==> config.mk <==
export PLATFORM = sky130hd
export DESIGN_NAME = seg_scan_rx
export DESIGN_NICKNAME = d
export VERILOG_FILES = /design/src/rtl/seg_scan_rx.sv
export SDC_FILE = /design/constraint.sdc
export NUM_CORES = 1
export LEC_CHECK = 0
export ABC_AREA = 1
export ABC_CLOCK_PERIOD_IN_PS = 3200
export BUFFER_PORTS_ARGS = -buffer_cell sky130_fd_sc_hd__buf_4
export CAP_MARGIN = 20
export CORE_ASPECT_RATIO = 0.75
export CORE_UTILIZATION = 40
export CTS_CLUSTER_SIZE = 40
export DETAILED_ROUTE_END_ITERATION = 12
export SLEW_MARGIN = 10
export SYNTH_ARGS = -nofsm -noshare
export SYNTH_HDL_FRONTEND = slang
export SYNTH_SLANG_ARGS = --single-unit
==> constraint.sdc <==
create_clock -name clk -period 3.2 [get_ports clk]
set_input_delay 0.16 -clock clk [delete_from_list [all_inputs] [get_ports clk]]
set_output_delay 0.16 -clock clk [all_outputs]
set_load 0.01 [all_outputs]
==> src/rtl/seg_scan_rx.sv <==
// seg_scan_rx: receive side of a 6-digit multiplexed 7-segment scan bus.
// Waits for each digit to settle, decodes it to BCD and rebuilds HH:MM:SS frames.
module seg_scan_rx #(
  parameter int SETTLE_CYC = 16
) (
  input  logic       clk,
  input  logic       rst,
  input  logic [6:0] i_seg,
  input  logic       i_seg_dp,
  input  logic [5:0] i_seg_enb,
  output logic [5:0] o_hour,
  output logic [5:0] o_min,
  output logic [5:0] o_sec,
  output logic [5:0] o_dp,
  output logic       o_frame_vld,
  output logic       o_bad_frame,
  output logic       o_seq_err,
  output logic       o_locked
);

  localparam int            CW        = $clog2(SETTLE_CYC + 1);
  localparam logic [CW-1:0] CNT_MAX   = CW'(SETTLE_CYC);
  localparam logic [CW-1:0] CNT_CAP   = CW'(SETTLE_CYC - 1);
  localparam logic [5:0]    ENB_BLANK = 6'h3F;

  logic [5:0]    enb_q;
  logic [6:0]    seg_q;
  logic          dp_q;
  logic [CW-1:0] settle_cnt;
  logic [2:0]    exp_idx;
  logic [3:0]    slot_digit [6];
  logic [5:0]    slot_ok;
  logic [5:0]    slot_dp;
  logic          frame_pend;

  logic          changed;
  logic          capture;
  logic          one_cold;
  logic [2:0]    dig_idx;
  logic [4:0]    dec;
  logic          frame_good;

  // Returns {valid, bcd}; unknown patterns give an invalid 4'hF.
  function automatic logic [4:0] decode(input logic [6:0] s);
    case (s)
      7'h7E:   return 5'h10;
      7'h30:   return 5'h11;
      7'h6D:   return 5'h12;
      7'h79:   return 5'h13;
      7'h33:   return 5'h14;
      7'h5B:   return 5'h15;
      7'h5F:   return 5'h16;
      7'h70:   return 5'h17;
      7'h7F:   return 5'h18;
      7'h73:   return 5'h19;
      default: return 5'h0F;
    endcase
  endfunction

  function automatic logic [5:0] bcd2bin(input logic [3:0] tens, input logic [3:0] ones);
    return {2'b00, tens} * 6'd10 + {2'b00, ones};
  endfunction

  // NOTE: every signal gets a value before any condition, so no latch is inferred.
  always_comb begin
    changed  = {i_seg_enb, i_seg, i_seg_dp} != {enb_q, seg_q, dp_q};
    capture  = !changed && (settle_cnt == CNT_CAP);
    one_cold = $onehot(~enb_q);
    dig_idx  = 3'd0;
    for (int i = 0; i < 6; i++) begin
      if (!enb_q[i]) dig_idx = 3'(i);
    end
    dec = decode(seg_q);
    // Hour is range-checked on the BCD digits so an invalid tens digit cannot wrap.
    frame_good = (&slot_ok) && (slot_digit[1] <= 4'd5) && (slot_digit[3] <= 4'd5) &&
                 ((slot_digit[5] < 4'd2) ||
                  ((slot_digit[5] == 4'd2) && (slot_digit[4] <= 4'd3)));
  end

  always_ff @(posedge clk or posedge rst) begin
    if (rst) begin
      enb_q       <= ENB_BLANK;
      seg_q       <= '0;
      dp_q        <= 1'b0;
      settle_cnt  <= '0;
      exp_idx     <= '0;
      frame_pend  <= 1'b0;
      // NOTE: the slots are plain flops, so they are reset to keep stale digits out of a new frame.
      for (int i = 0; i < 6; i++) slot_digit[i] <= 4'h0;
      slot_ok     <= '0;
      slot_dp     <= '0;
      o_hour      <= '0;
      o_min       <= '0;
      o_sec       <= '0;
      o_dp        <= '0;
      o_frame_vld <= 1'b0;
      o_bad_frame <= 1'b0;
      o_seq_err   <= 1'b0;
      o_locked    <= 1'b0;
    end else begin
      enb_q <= i_seg_enb;
      seg_q <= i_seg;
      dp_q  <= i_seg_dp;

      if (changed) settle_cnt <= '0;
      else if (settle_cnt != CNT_MAX) settle_cnt <= settle_cnt + CW'(1);

      o_frame_vld <= 1'b0;
      o_bad_frame <= 1'b0;
      o_seq_err   <= 1'b0;
      frame_pend  <= 1'b0;

      // Frame judged one edge after digit 5 is stored.
      if (frame_pend) begin
        if (frame_good) begin
          o_hour      <= bcd2bin(slot_digit[5], slot_digit[4]);
          o_min       <= bcd2bin(slot_digit[3], slot_digit[2]);
          o_sec       <= bcd2bin(slot_digit[1], slot_digit[0]);
          o_dp        <= slot_dp;
          o_frame_vld <= 1'b1;
          o_locked    <= 1'b1;
        end else begin
          o_bad_frame <= 1'b1;
          o_locked    <= 1'b0;
        end
      end

      if (capture && (enb_q != ENB_BLANK)) begin
        if (!one_cold) begin
          o_seq_err <= 1'b1;
          o_locked  <= 1'b0;
          slot_ok   <= '0;
          exp_idx   <= '0;
        end else if (dig_idx == exp_idx) begin
          slot_digit[dig_idx] <= dec[3:0];
          slot_ok[dig_idx]    <= dec[4];
          slot_dp[dig_idx]    <= dp_q;
          if (dig_idx == 3'd5) begin
            frame_pend <= 1'b1;
            exp_idx    <= '0;
          end else begin
            exp_idx <= dig_idx + 3'd1;
          end
        end else begin
          o_seq_err <= 1'b1;
          o_locked  <= 1'b0;
          if (dig_idx == 3'd0) begin
            slot_digit[0] <= dec[3:0];
            slot_ok       <= {5'b00000, dec[4]};
            slot_dp[0]    <= dp_q;
            exp_idx       <= 3'd1;
          end else begin
            slot_ok <= '0;
            exp_idx <= '0;
          end
        end
      end
    end
  end

endmodule

==> flow_summary_export.csv <==
group,metric,value,unit
sta,fmax,0.314,GHz
sta,fin_worst_skew,11.6,ps
synthesis,synth_top_flop_cell,"dfrtp_1",
layout,drive_gt1_frac,0.155,
cts,path_clk_slew,60,ps
synthesis,seq_area_frac_synth,0.455,
critical_path,critPathTopFamily,"adder cells",
placement,dp.cells,824,
cts,cts_tree,"done",
layout,fillers,1154,
critical_path,path_cells,"fa_1, inv_1, fa_1, ha_2, fa_1, nor3_2, nand4_1, nor2_2, buf_6, nand4_1, buf_4, inv_2",
floorplan,fp.dieH,96.9,µm
synthesis,ys_types,30,
grt,grtUsageTotal,0.188,
floorplan,rows,34,
synthesis,synth_seq_cells,87,
sta,setup_violations,0,
synthesis,ys_async_sr_fraction,1.00,
drt,drc_errors,0,
critical_path,cp_num_buf_inv,4,
drt,ant_nets,0,
critical_path,slowest_stage,"dfstp_2",
drt,dr.pass1.iters,5,
synthesis,yosysTopAreaCellShare,0.422,
cts,clockBufferDepth,2,
sta,period_minus_slack,3180,ps
layout,final_cells,857,
synthesis,avgSynthCellArea,7.78,µm²
sta,slew_viol_final,0,
power_and_ir_drop,irDropWorstVdd,223,µV
cts,numCtsBuffers,9,
layout,multi_input_area,0.00227,mm²
sta,hold_slack,472,ps
cts,cts_sinks,87,
floorplan,die_area,0.0124,mm²
sta,period_share,0.994,
grt,first_global_vias,3910,
power_and_ir_drop,leakagePower,3.17,nW
layout,antenna_cells,0,
synthesis,synth_area_leaders,"dfrtp_1 (42%), nand2_1 (18%), ha_1 (6.0%)",
placement,place_area,0.00538,mm²
outcome,outcome,"finished clean",
sta,hold_violations,0,
grt,grt_max_degree,46,
layout,final_nets,735,
floorplan,io_pins,44,
critical_path,cp.arrival,3470,ps
placement,place_congestion,0.853,
flow_run,cap_violations,0,
layout,seq_area,0.00218,mm²
synthesis,yosysWarnings,0,
min_path,hold_path.class,"register to register",
critical_path,cp_common_cell,"fa_1",
cts,clk_latency,350,ps
placement,port_buffers,43,
floorplan,core_area,0.0117,mm²
power_and_ir_drop,power_density,402,mW/mm²
layout,area_growth,22.0,%
drt,drtIter0Drc,257,
synthesis,synth_nets,662,
drt,vias_per_cell,4.77,
drt,vias,4090,
critical_path,required,3490,ps
synthesis,netlist_instances,617,
sta,maxSlewHeadroom,0.397,
floorplan,die_x,128,µm
synthesis,syn_area,0.00480,mm²
drt,routed_wl,10.8,mm
critical_path,worst-path-max-fanout,7,
critical_path,slowest_delay,540,ps
grt,grt_pass1_wl,18.4,mm
sta,tightestPinTransition,898,ps
floorplan,initial_core_util,0.412,
grt,globalRouteOverflowTotal,0,
drt,routedWlPerCell,12.6,µm
synthesis,synth_area_leader_cell,"dfrtp_1",
cts,htree_levels,3,
critical_path,critPathLaunchType,"register",
grt,antenna_found_initial,0,
cts,cts_root_buffer,"clkbuf_16",
critical_path,crit_type,"register to register",
layout,stdcell_area,0.00586,mm²
critical_path,endpoint_kind,"register",
power_and_ir_drop,total_power,2.35,mW
placement,hpwlAfterDp,7.98,mm
sta,rsz0062_at_grt,"true",
synthesis,synth-edff-count,0,
## per-layer routing
layer	GRT usage	vias to the layer above	wire, µm
met5	0	-	0
met4	0.0434	0	106
met3	0.0465	9	418
met2	0.294	79	4820
met1	0.261	1927	5410
li1	-	2075	-
## where the power goes
part           switching [mW]  total [mW]  internal [mW]  leakage, nW
Clock                   0.441        1.04          0.602        0.142
Combinational           0.114       0.186         0.0720         1.87
Sequential             0.0117        1.12           1.11         1.15
## cell type report
class | instances | area share
flip-flops and latches | 87 | 0.373
well taps | 162 | 0.0346
clock inverters | 6 | 0.0105
repair buffers | 71 | 0.101
multi-input cells | 437 | 0.388
inverters | 84 | 0.0541
clock buffers | 10 | 0.0391
## path summary, 6_finish.rpt
check	start	to	slack, ps	cells past startpoint
min	o_hour[1]$_DFFE_PP0P_	o_hour[1]$_DFFE_PP0P_	470	2
min reg2reg	o_hour[1]$_DFFE_PP0P_	o_hour[1]$_DFFE_PP0P_	470	2
max	enb_q[1]$_DFF_PP1_	frame_pend$_DFF_PP0_	20	12
max reg2reg	enb_q[1]$_DFF_PP1_	frame_pend$_DFF_PP0_	20	12
max in group asynchronous	rst	enb_q[4]$_DFF_PP1_	1950	4
min in group asynchronous	rst	o_sec[2]$_DFFE_PP0P_	490	3
## per-stage QoR
stage	setup TNS (ps)	util	worst slack, ps
floorplan	0	-	57.1
global placement	0	0.462	20.4
detailed placement	-342	0.462	-73.7
CTS	0	0.500	7.21
global route	-4070	0.502	-209
finish	0	0.502	17.9
## registers in the layout (all words and copies together), names as in the netlist
register,count
dp_q,1
enb_q,6
exp_idx,3
frame_pend,1
o_bad_frame,1
o_dp,6
o_frame_vld,1
o_hour,6
o_locked,1
o_min,6
o_sec,6
o_seq_err,1
seg_q,7
settle_cnt,5
slot_digit,24
slot_dp,6
slot_ok,6
## cell usage in the layout, fill, tap and decap left out, types with 2 or more instances in the layout
cell and instances:
clkinv_2 4, dfstp_2 6, xnor2_1 7, clkbuf_16 9, o21ai_1 15, clkinv_1 2, fa_1 6, buf_4 53
nand2_1 227, ha_1 22, nand3b_1 2, inv_2 12, o21ai_0 2, nor2_1 47, xor2_1 10, a21oi_1 9
buf_6 2, dlygate4sd3_1 15, dfrtp_1 81, inv_1 69, nand4_1 13, nor3_1 3, nand3_1 52, nor2_2 4
nor2_4 7, or2_2 2
## cell families after synthesis
| kind of cell | after synthesis | synth area share |
|---|---|---|
| flops | 87 | 0.455 |
| simple gates | 362 | 0.322 |
| buf+inv | 93 | 0.0753 |
| xor+xnor | 17 | 0.0310 |
| compound gates | 29 | 0.0315 |
| fa+ha+maj | 29 | 0.0850 |
## timing repair
action	CTS	global route
setup buffers	1	1
setup endpoints to repair	15	37
hold buffers	15	0
gates resized for setup	0	7
endpoints found under the hold margin	58	0
pin swaps	1	6
## Yosys cell counts, types with 7 or more instances
master,count
inv_2,11
nand2_1,228
dfrtp_1,81
xnor2_1,7
xor2_1,10
nand4_1,13
ha_1,23
o21ai_1,15
a21oi_1,9
nand3_1,52
nor2_1,48
inv_1,71
## worst min-delay path, cell delays in order, from the launching register on
cell,delay (ps)
dfrtp_1,340
nand2_1,50
nand2_1,50
Note: power is estimated with default switching activity, not from simulation.
